<file path="src/rtl/cam_capture_ctrl.sv">
// rtl/cam_capture_ctrl.sv - camera power-up sequencing, XCLK generation and windowed single-frame capture
// Define CAM_CTRL_TESTPAT_EN to replace each captured byte with {line[3:0], column[3:0]}.
module cam_capture_ctrl #(
  parameter int XCLK_DIV = 2,
  parameter int PWR_WAIT = 1000,
  parameter int RST_WAIT = 100,
  parameter int CAP_W    = 8,
  parameter int CAP_H    = 4
) (
  input  logic       MCLK,
  input  logic       RESET,
  input  logic       START,
  input  logic       ABORT,
  output logic       CAM_PWDN,
  output logic       CAM_RESET_N,
  output logic       CAM_XCLK,
  input  logic       CAM_VSYNC,
  input  logic       CAM_HREF,
  input  logic       CAM_PCLK,
  input  logic [7:0] CAM_D,
  output logic [7:0] DATA,
  output logic       DATA_VALID,
  input  logic       DATA_READY,
  output logic       BUSY,
  output logic       DONE,
  output logic       OVERRUN
);
  localparam int COL_W    = $clog2(CAP_W + 1);
  localparam int LINE_W   = $clog2(CAP_H + 1);
  localparam int WAIT_MAX = (PWR_WAIT > RST_WAIT) ? PWR_WAIT : RST_WAIT;
  localparam int WAIT_W   = $clog2(WAIT_MAX + 1);
  localparam int XDIV_W   = $clog2(XCLK_DIV + 1);

  typedef enum logic [2:0] {
    S_PWDN, S_RST, S_SETTLE, S_IDLE, S_WAIT_VS, S_WAIT_VE, S_CAP, S_DONE
  } stateT;

  stateT             state;
  logic [WAIT_W-1:0] waitCnt;
  logic [XDIV_W-1:0] xclkCnt;
  logic [COL_W-1:0]  colCnt;
  logic [LINE_W-1:0] lineCnt;

  logic [10:0] syncA, syncB;
  logic [2:0]  ctlPrev;
  logic        vsS, hrefS, pclkS;
  logic [7:0]  dS;
  logic        vsRise, vsFall, hrefFall, pclkRise;

  logic [7:0] fifoMem [4];
  logic [1:0] wrPtr, rdPtr;
  logic [2:0] fifoCnt;
  logic       capPush, popFire, fifoFull, writeOk, flush, startAccept;
  logic [7:0] capByte;

  // Control and data share one synchronizer so a sampled byte lines up with its PCLK edge.
  always_ff @(posedge MCLK or posedge RESET) begin
    if (RESET) begin
      syncA   <= '0;
      syncB   <= '0;
      ctlPrev <= '0;
    end else begin
      syncA   <= {CAM_VSYNC, CAM_HREF, CAM_PCLK, CAM_D};
      syncB   <= syncA;
      ctlPrev <= syncB[10:8];
    end
  end

  assign vsS      = syncB[10];
  assign hrefS    = syncB[9];
  assign pclkS    = syncB[8];
  assign dS       = syncB[7:0];
  assign vsRise   = vsS & ~ctlPrev[2];
  assign vsFall   = ~vsS & ctlPrev[2];
  assign hrefFall = ~hrefS & ctlPrev[1];
  assign pclkRise = pclkS & ~ctlPrev[0];

  always_ff @(posedge MCLK or posedge RESET) begin
    if (RESET) begin
      xclkCnt  <= '0;
      CAM_XCLK <= 1'b0;
    end else if (xclkCnt == XDIV_W'(XCLK_DIV - 1)) begin
      xclkCnt  <= '0;
      CAM_XCLK <= ~CAM_XCLK;
    end else begin
      xclkCnt <= xclkCnt + XDIV_W'(1);
    end
  end

`ifdef CAM_CTRL_TESTPAT_EN
  assign capByte = {4'(lineCnt), 4'(colCnt)};
`else
  assign capByte = dS;
`endif

  assign capPush     = (state == S_CAP) & pclkRise & hrefS & (colCnt < COL_W'(CAP_W));
  assign DATA_VALID  = (fifoCnt != 3'd0);
  assign DATA        = fifoMem[rdPtr];
  assign popFire     = DATA_VALID & DATA_READY;
  assign fifoFull    = (fifoCnt == 3'd4);
  assign writeOk     = capPush & (~fifoFull | popFire);
  assign flush       = ABORT & ((state == S_WAIT_VS) | (state == S_WAIT_VE) | (state == S_CAP));
  assign startAccept = START & (state == S_IDLE);

  always_ff @(posedge MCLK or posedge RESET) begin
    if (RESET) begin
      for (int i = 0; i < 4; i++) fifoMem[i] <= '0;
      wrPtr   <= '0;
      rdPtr   <= '0;
      fifoCnt <= '0;
      OVERRUN <= 1'b0;
    end else begin
      if (flush) begin
        wrPtr   <= '0;
        rdPtr   <= '0;
        fifoCnt <= '0;
      end else begin
        if (writeOk) begin
          fifoMem[wrPtr] <= capByte;
          wrPtr          <= wrPtr + 2'd1;
        end
        if (popFire) rdPtr <= rdPtr + 2'd1;
        fifoCnt <= fifoCnt + 3'(writeOk) - 3'(popFire);
      end
      if (startAccept) OVERRUN <= 1'b0;
      else if (capPush & fifoFull & ~popFire) OVERRUN <= 1'b1;
    end
  end

  always_ff @(posedge MCLK or posedge RESET) begin
    if (RESET) begin
      state       <= S_PWDN;
      waitCnt     <= '0;
      colCnt      <= '0;
      lineCnt     <= '0;
      CAM_PWDN    <= 1'b1;
      CAM_RESET_N <= 1'b0;
      BUSY        <= 1'b1;
      DONE        <= 1'b0;
    end else begin
      DONE <= 1'b0;
      case (state)
        S_PWDN:
          if (waitCnt == WAIT_W'(PWR_WAIT - 1)) begin
            waitCnt  <= '0;
            CAM_PWDN <= 1'b0;
            state    <= S_RST;
          end else waitCnt <= waitCnt + WAIT_W'(1);
        S_RST:
          if (waitCnt == WAIT_W'(RST_WAIT - 1)) begin
            waitCnt     <= '0;
            CAM_RESET_N <= 1'b1;
            state       <= S_SETTLE;
          end else waitCnt <= waitCnt + WAIT_W'(1);
        S_SETTLE:
          if (waitCnt == WAIT_W'(RST_WAIT - 1)) begin
            waitCnt <= '0;
            BUSY    <= 1'b0;
            state   <= S_IDLE;
          end else waitCnt <= waitCnt + WAIT_W'(1);
        S_IDLE:
          if (START) begin
            BUSY  <= 1'b1;
            state <= S_WAIT_VS;
          end
        S_WAIT_VS:
          if (ABORT) begin
            BUSY  <= 1'b0;
            state <= S_IDLE;
          end else if (vsRise) state <= S_WAIT_VE;
        S_WAIT_VE:
          if (ABORT) begin
            BUSY  <= 1'b0;
            state <= S_IDLE;
          end else if (vsFall) begin
            colCnt  <= '0;
            lineCnt <= '0;
            state   <= S_CAP;
          end
        S_CAP:
          if (ABORT) begin
            BUSY  <= 1'b0;
            state <= S_IDLE;
          end else if (lineCnt == LINE_W'(CAP_H) || vsRise) begin
            DONE  <= 1'b1;
            state <= S_DONE;
          end else if (hrefFall) begin
            lineCnt <= lineCnt + LINE_W'(1);
            colCnt  <= '0;
          end else if (capPush) begin
            colCnt <= colCnt + COL_W'(1);
          end
        S_DONE: begin
          BUSY  <= 1'b0;
          state <= S_IDLE;
        end
        default: begin
          BUSY  <= 1'b0;
          state <= S_IDLE;
        end
      endcase
    end
  end
endmodule
</file>
<file path="config.mk">
export PLATFORM = sky130hd
export DESIGN_NAME = cam_capture_ctrl
export DESIGN_NICKNAME = d
export VERILOG_FILES = /design/src/rtl/cam_capture_ctrl.sv
export SDC_FILE = /design/constraint.sdc
export NUM_CORES = 1
export LEC_CHECK = 0
export CELL_PAD_IN_SITES_DETAIL_PLACEMENT = 1
export CELL_PAD_IN_SITES_GLOBAL_PLACEMENT = 2
export CORE_ASPECT_RATIO = 2
export CORE_MARGIN = 4
export CORE_UTILIZATION = 35
export CTS_CLUSTER_DIAMETER = 100
export DETAILED_ROUTE_END_ITERATION = 8
export HOLD_SLACK_MARGIN = 0.06
export PLACE_DENSITY = 0.7
export REMOVE_ABC_BUFFERS = 1
export SLEW_MARGIN = 0
export SYNTH_ARGS = -nofsm -noshare
export SYNTH_HDL_FRONTEND = slang
export SYNTH_SLANG_ARGS = --single-unit
</file>
<file path="constraint.sdc">
create_clock -name MCLK -period 6 [get_ports MCLK]
set_input_delay 1.2 -clock MCLK [delete_from_list [all_inputs] [get_ports MCLK]]
set_output_delay 1.2 -clock MCLK [all_outputs]
set_load 0.1 [all_outputs]
</file>
==> impl_metrics.tcl, run 1 <==
set metrics [dict create \
    grt_pass1_vias 2904 \
    ys_seq_area_share_pct 57.3 \
    synth-compound-area-share_pct 7.03 \
    yosysTopAreaCellShare_pct 56.0 \
    cts_tree "built" \
    required_ns 4.80 \
    remaining_drc_errors 0 \
    ys_types 52 \
    fp.dieH_um 160 \
    yosys.area.top_type "dfrtp_1" \
    firstDrtPassIters 4 \
    root_buffer "clkbuf_16" \
    drive_gt1_share_pct 20.1 \
    reg2reg_from "state[1]" \
    cp-start-kind "flip-flop" \
    yosys.area_share.adder_pct 3.61 \
    avgSynthCellArea_um2 12.7 \
    period_minus_slack_ns 3.84 \
    synth_top_family_by_area "multiplexers" \
    synthCells 316 \
    cts_num_sinks 92 \
    hold-worst-slack_ns 0.348 \
    cts_setup_buffers 0 \
    synth_edf_count 0 \
    antenna_left 0 \
    cp_max_fo 10 \
    worstSetupPathType "flip-flop to primary output" \
    synth_common_cells "90 x dfrtp_1, 32 x mux2_2, 24 x nor2_1" \
    port_buffers 30 \
    core_area_um2 11300 \
    grt_pass1_wl_um 14300 \
    leakage_nw 2.15 \
    timing.final.crit_share_pct 64.0 \
    rows 55 \
    hp-class "flip-flop to flip-flop" \
    grt-ovfl-total 0 \
    tns_ns 0 \
    fillerInstances 1222 \
    max_cap_viol_count 0 \
    drtIter0Drc 37 \
    regArea_um2 2300 \
    max-vdd-ir-drop_v 0.000140 \
    finalMaxSlewViolations 0 \
    ys_async_sr_fraction_pct 100 \
    slew_headroom_pct 34.2 \
    cp_slowest_cell "clkdlybuf4s50_1" \
    post_drt_wl_per_cell_um 16.8 \
    finalClockSkew_ns 0.00917 \
    arrival_ns 2.64 \
    synth_area_um2 4020 \
    synth_mux_area_share_pct 14.7 \
    die_area_um2 13400 \
    synth-xor-area-share_pct 3.05 \
    yosysMostFrequentCell "dfrtp_1" \
    min_from "syncA[6]" \
    io_pins 31 \
    hold_viol 0 \
    crit_path_end_kind "primary output" \
    cts_made_buffers 9 \
    insertion_delay_ns 0.34 \
    yosysWarningCount 0 \
    finalSetupViolCount 0 \
    ys_ff_latch 92 \
    critPathLaunch "rdPtr[0]" \
    power_density_nw_per_um2 292 \
    tightest_slew_ns 0.983 \
    start_util_pct 35.6 \
    place_congestion 0.739 \
    status "finished, final reports clean" \
    dp_hpwl_um 6150 \
    ys.flop_type "dfrtp_1" \
    vias 2499 \
    cts.path.max_buffers 2 \
    cts-resized-gates 0 \
    wirelength_um 8340 \
    synthSimpleGateAreaFrac_pct 11.4 \
    antenna_found_initial 0 \
    max_clock_freq_ghz 0.260 \
    multi_input_area_um2 1600 \
    die_width_um 83.8 \
    htree_levels 3 \
    cts_hold_buf 0 \
    area_delta_synth_final_pct 18.1 \
    slowest_delay_ns 0.98 \
    vias_per_cell 5.05 \
    rsz0062_at_grt "no" \
    synthTopCellsByArea "dfrtp_1 56%, mux2_2 9.0%, mux4_2 4.5%" \
    crit_chain "mux4_2 > clkdlybuf4s50_1" \
    nNetsFinal 375 \
    path_clk_slew_ns 0.07 \
    grt_max_degree 50 \
    antennaDiodeCount 0 \
    grt_usage_pct 13.5 \
]
==> worst max-delay path, delay by kind of cell (launching register included) <==
| family | cells | cell delay (ns) |
|---|---|---|
| buffers and inverters | 1 | 0.98 |
| DFF | 1 | 0.74 |
| muxes | 1 | 0.58 |
==> placed cells by master, fill, tap and decap left out, types with 4 or more instances in the layout <==
master / count
nor3_1: 5
nor2_1: 24
clkdlybuf4s50_1: 30
mux4_2: 8
xnor2_1: 7
nand3_1: 8
a21oi_1: 10
xor2_1: 7
clkbuf_16: 9
ha_1: 10
mux2_2: 32
nor2b_1: 7
nand2_1: 14
nand2b_1: 6
nand2_2: 4
inv_1: 17
dfrtp_1: 90
o21ai_0: 8
==> path summary, 6_finish.rpt <==
| path | end | slack (ns) | depth (start not counted) |
|---|---|---|---|
| hold / removal | syncB[6] | 0.35 | 0 |
| setup / recovery | DATA[4] | 2.16 | 2 |
| hold reg to reg | syncB[6] | 0.35 | 0 |
| min in group asynchronous | CAM_XCLK | 1.31 | 2 |
| setup reg to reg | fifoCnt[2] | 2.92 | 11 |
| max in group asynchronous | fifoMem[10] | 3.60 | 3 |
==> final cells by class <==
class / instances / share of cell area, %
Clock buffer: 9 / 4.74
Clock inverter: 7 / 1.40
Inverter: 18 / 1.45
Multi-Input combinational cell: 196 / 33.7
Sequential cell: 92 / 48.5
Tap cell: 142 / 3.74
Timing Repair Buffer: 31 / 6.48
==> power breakdown <==
part | internal, mW | switching, mW | leakage, nW | total [mW]
Sequential | 0.647 | 0.0502 | 1.18 | 0.697
Clock | 0.292 | 0.260 | 0.144 | 0.552
Combinational | 0.0681 | 0.0689 | 0.829 | 0.137
==> sequential cells by signal, summed over array words and instances, names as in the netlist, 4 cells and up <==
signal / flops
fifoMem: 32
waitCnt: 10
syncB: 11
colCnt: 4
syncA: 11
==> through the flow <==
step	cell area (um^2)	power [mW]	cells	utilization, %	setup WS, ns
2_1_floorplan	3970	0.800	306	-	2.41
3_3_place_gp	4460	0.844	479	39.5	2.09
3_5_place_dp	4460	0.853	479	39.5	1.97
4_1_cts	4750	1.42	495	42.1	2.10
5_1_grt	4750	1.46	495	42.1	2.00
6_report	4750	1.39	495	42.1	2.16
==> cell families (layout without fill, tap and decap cells) <==
family / after synthesis / count (layout)
compound gates: 40 / 40
simple gates: 86 / 86
mux: 45 / 45
flops: 92 / 92
xor+xnor: 14 / 14
fa+ha+maj: 11 / 11
buf+inv: 28 / 65
==> per-layer routing <==
layer | track usage [%] | vias to the layer above | routed length, um
met5 | 0 | - | 0
met4 | 5.05 | 0 | 161
met3 | 3.15 | 11 | 215
met2 | 26.6 | 31 | 5020
met1 | 13.1 | 1289 | 2940
li1 | - | 1168 | -
Power figures use the tool's default switching activity.
==> inputs of run 2 (changes only) <==
- clock period: 6 -> 3.7 ns (I/O delays scaled with it)
==> impl_metrics.tcl, run 2 (synthesis gave the netlist of run 1 again) <==
set metrics [dict create \
    status "finished, final reports clean" \
    hp-class "flip-flop to flip-flop" \
    worstSetupPathType "flip-flop to primary output" \
    timing.final.crit_share_pct 77.4 \
    fp.dieH_um 160 \
    rsz0062_at_grt "no" \
    grt_pass1_wl_um 14300 \
    crit_path_end_kind "primary output" \
    crit_chain "or3_1 > clkdlybuf4s50_1" \
    max-vdd-ir-drop_v 0.000270 \
    cp_slowest_cell "clkdlybuf4s50_1" \
    drtIter0Drc 60 \
    cts_setup_buffers 0 \
    cp-start-kind "flip-flop" \
    hold-worst-slack_ns 0.350 \
    start_util_pct 35.6 \
    top_regs "fifoMem: 32 flops, syncA: 11 flops, syncB: 11 flops" \
    grt_max_degree 93 \
    switching_share_pct 27.0 \
    antenna_found_initial 0 \
    slew_headroom_pct 34.6 \
    cts_num_sinks 92 \
    cts_hold_buf 0 \
    nNetsFinal 381 \
    power_density_nw_per_um2 468 \
    vias_per_cell 4.95 \
    grt_pass1_vias 2803 \
    drive_gt1_share_pct 24.0 \
    tightest_slew_ns 0.978 \
    path_clk_slew_ns 0.06 \
    p_seq_share_pct 50.6 \
    finalSetupViolCount 0 \
    wirelength_um 8170 \
    tns_ns 0 \
    cts_made_buffers 9 \
    place_worst_setup_slack_ns 0.531 \
    max_clock_freq_ghz 0.349 \
    cts_tree "built" \
    area_delta_synth_final_pct 18.9 \
    root_buffer "clkbuf_16" \
    port_buffers 30 \
    worst_slack_ns 0.835 \
    die_area_um2 13400 \
    finalClockSkew_ns 0.00852 \
    period_minus_slack_ns 2.86 \
    arrival_ns 2.12 \
    antenna_left 0 \
    max_cap_viol_count 0 \
    cts.path.max_buffers 2 \
    rows 55 \
    layout_commonest_cell "dfrtp_1" \
    io_pins 31 \
    vias 2482 \
    core_area_um2 11300 \
    power.switching_mw 0.605 \
    cp_max_fo 4 \
    die_width_um 83.8 \
    layout_common_cells "90 x dfrtp_1, 32 x mux2_2, 24 x nor2_1" \
    regMostFlops "fifoMem" \
    grt_usage_pct 13.5 \
    required_ns 2.96 \
    hold_viol 0 \
    htree_levels 3 \
    firstDrtPassIters 4 \
    remaining_drc_errors 0 \
    internal_power_mw 1.63 \
    power_frac_comb_pct 10.1 \
    grt-ovfl-total 0 \
    post_drt_wl_per_cell_um 16.3 \
    insertion_delay_ns 0.34 \
    slowest_delay_ns 0.98 \
    dp_hpwl_um 6000 \
    largest_reg_flops 32 \
    leakage_nw 2.20 \
    place_congestion 0.716 \
    clock_power_share_pct 39.4 \
    antennaDiodeCount 0 \
    cts-resized-gates 0 \
    finalMaxSlewViolations 0 \
]
## run 2: power groups by stage
stage,Sequential [mW],Clock [mW],Combinational (mW)
3_3_place_gp,1.16,0,0.222
4_1_cts,1.14,0.918,0.232
2_1_floorplan,1.12,0,0.173
3_5_place_dp,1.16,0,0.232
6_report,1.13,0.881,0.225
5_1_grt,1.14,0.964,0.254
## run 2: metrics by stage
stage | area, um^2 | total power, mW | cells | util [%]
6_report | 4780 | 2.24 | 501 | 42.4
5_1_grt | 4780 | 2.36 | 501 | 42.4
2_1_floorplan | 3970 | 1.30 | 306 | -
4_1_cts | 4780 | 2.29 | 501 | 42.4
3_5_place_dp | 4500 | 1.39 | 485 | 39.8
3_3_place_gp | 4500 | 1.38 | 485 | 39.8
## run 2: routing by layer
| metal | vias up | track usage [%] | share of wire (%) |
|---|---|---|---|
| met5 | - | 0 | 0 |
| met4 | 0 | 5.27 | 1.6 |
| met3 | 10 | 3.10 | 2.9 |
| met2 | 26 | 25.6 | 59 |
| met1 | 1272 | 14.1 | 36 |
| li1 | 1174 | - | - |
## run 2: critical path, delay by kind of cell (launching register included)
family                 cells  cell delay, ns
DFF                        1            0.44
and+or+nand+nor            1            0.38
buffers and inverters      1            0.98
## run 2: area by class of cell
cell class,instances,area (um^2)
clock buffers,9,225
clock inverters,7,63.8
fillers,1208,6500
inverters,18,68.8
multi-input cells,196,1600
flip-flops and latches,92,2300
well taps,142,178
repair buffers,37,343
## run 2: worst paths after layout
check / startpoint / end / slack (ns) / cells past startpoint
max: fifoCnt[1] / DATA_VALID / 0.84 / 2
min: syncA[1] / syncB[1] / 0.35 / 0
max reg2reg: colCnt[3] / fifoCnt[2] / 1.16 / 12
min reg2reg: syncA[1] / syncB[1] / 0.35 / 0
max in group asynchronous: RESET / BUSY / 2.47 / 3
min in group asynchronous: RESET / fifoMem[22] / 0.81 / 3
==> inputs of run 3 (changes only) <==
- clock period: 3.7 -> 2.67 ns (I/O delays scaled with it)
==> impl_metrics.tcl, run 3 (synthesis gave the netlist of run 1 again) <==
set metrics [dict create \
    grt_usage_pct 14.4 \
    finalSetupViolCount 0 \
    hp-class "flip-flop to flip-flop" \
    antenna_left 0 \
    cts_made_buffers 9 \
    cp_slowest_cell "dfrtp_1" \
    dp_hpwl_um 6360 \
    port_buffers 30 \
    start_util_pct 35.6 \
    cts_tree "built" \
    fin_area_um2 4930 \
    wirelength_um 8560 \
    grt-ovfl-total 0 \
    grt_pass1_vias 2889 \
    area_delta_synth_final_pct 22.5 \
    place_area_um2 4620 \
    rows 55 \
    finalClockSkew_ns 0.00536 \
    final_cells 506 \
    grt_pass1_wl_um 14900 \
    cp_max_fo 4 \
    rsz0062_at_grt "no" \
    dp_cells 490 \
    period_minus_slack_ns 2.41 \
    arrival_ns 2.62 \
    fp.dieH_um 160 \
    layout_commonest_cell "dfrtp_1" \
    slowest_delay_ns 0.44 \
    top_regs "fifoMem: 32 flops, syncA: 11 flops, syncB: 11 flops" \
    antenna_found_initial 0 \
    cp-start-kind "flip-flop" \
    fillerInstances 1199 \
    core_area_um2 11300 \
    cp_num_buf_inv 2 \
    cts_setup_buffers 0 \
    largest_reg_flops 32 \
    tightest_slew_ns 0.582 \
    leakage_nw 2.27 \
    slew_headroom_pct 60.9 \
    vias_per_cell 5.05 \
    max_cap_viol_count 0 \
    drtIter0Drc 79 \
    nNetsFinal 386 \
    post_drt_wl_per_cell_um 16.9 \
    cts_hold_buf 0 \
    cts.path.max_buffers 2 \
    layout_common_cells "90 x dfrtp_1, 32 x mux2_2, 24 x nor2_1" \
    insertion_delay_ns 0.34 \
    firstDrtPassIters 4 \
    cp_top_family "adder cells" \
    remaining_drc_errors 0 \
    power.total_mw 3.16 \
    cts_num_sinks 92 \
    place_worst_setup_slack_ns -0.228 \
    root_buffer "clkbuf_16" \
    status "finished, final reports clean" \
    power_density_nw_per_um2 642 \
    worstSetupPathType "flip-flop to flip-flop" \
    regMostFlops "fifoMem" \
    worst_slack_ns 0.259 \
    grt_max_degree 50 \
    antennaDiodeCount 0 \
    required_ns 2.88 \
    htree_levels 3 \
    final_core_util_pct 43.7 \
    die_area_um2 13400 \
    io_pins 31 \
    vias 2555 \
    die_width_um 83.8 \
    drive_gt1_share_pct 27.2 \
    place_congestion 0.777 \
    max-vdd-ir-drop_v 0.000292 \
    timing.final.crit_share_pct 90.3 \
    finalMaxSlewViolations 0 \
    crit_path_end_kind "flip-flop" \
    max_clock_freq_ghz 0.415 \
    cts-resized-gates 0 \
    crit_chain "or3_1 > and2_1 > ha_1 > inv_1 > ha_1 > inv_1 > fa_1 > xor2_1 > xnor2_1 > nor2_1" \
    hold_viol 0 \
    path_clk_slew_ns 0.07 \
]
## run 3: through the flow
step	setup TNS (ns)	hold WS, ns
2_1_floorplan	-22.94	0.331
3_3_place_gp	-0.121	0.333
3_5_place_dp	-0.238	0.336
4_1_cts	0	0.352
5_1_grt	0	0.354
6_report	0	0.348
## run 3: worst paths after layout
check                           start         end  slack (ns)  cells after the start
min in group asynchronous       RESET    syncA[6]        0.53                      2
min                          syncA[3]    syncB[3]        0.35                      0
max in group asynchronous       RESET        BUSY        1.46                      3
max                        fifoCnt[1]  fifoCnt[2]        0.26                     10
min reg2reg                  syncA[3]    syncB[3]        0.35                      0
max reg2reg                fifoCnt[1]  fifoCnt[2]        0.26                     10
## run 3: per-layer routing
metal | global-route usage, % | wire length [um] | up-vias
met5 | 0 | 0 | -
met4 | 5.93 | 236 | 0
met3 | 3.36 | 233 | 16
met2 | 27.8 | 5110 | 32
met1 | 14.3 | 2980 | 1314
li1 | - | - | 1193
## run 3: cell type report
class                           instances  area [um^2]  area share [%]
Tap cell                              142          178            3.60
Clock inverter                          7         73.8            1.50
Clock buffer                            9          225            4.57
Inverter                               18         68.8            1.40
Sequential cell                        92         2300            46.8
Timing Repair Buffer                   42          465            9.44
Multi-Input combinational cell        196         1610            32.7
## run 3: worst reg2reg max path: stages (launching register included)
cell and delay, ns:
dfrtp_1 0.44, or3_1 0.38, and2_1 0.21, ha_1 0.30
inv_1 0.05, ha_1 0.13, inv_1 0.04, fa_1 0.37
xor2_1 0.17, xnor2_1 0.13, nor2_1 0.05
## run 3: power breakdown
group / internal, mW / switching (mW) / total, mW
Sequential: 1.45 / 0.0743 / 1.53
Clock: 0.664 / 0.604 / 1.27
Combinational: 0.169 / 0.198 / 0.367
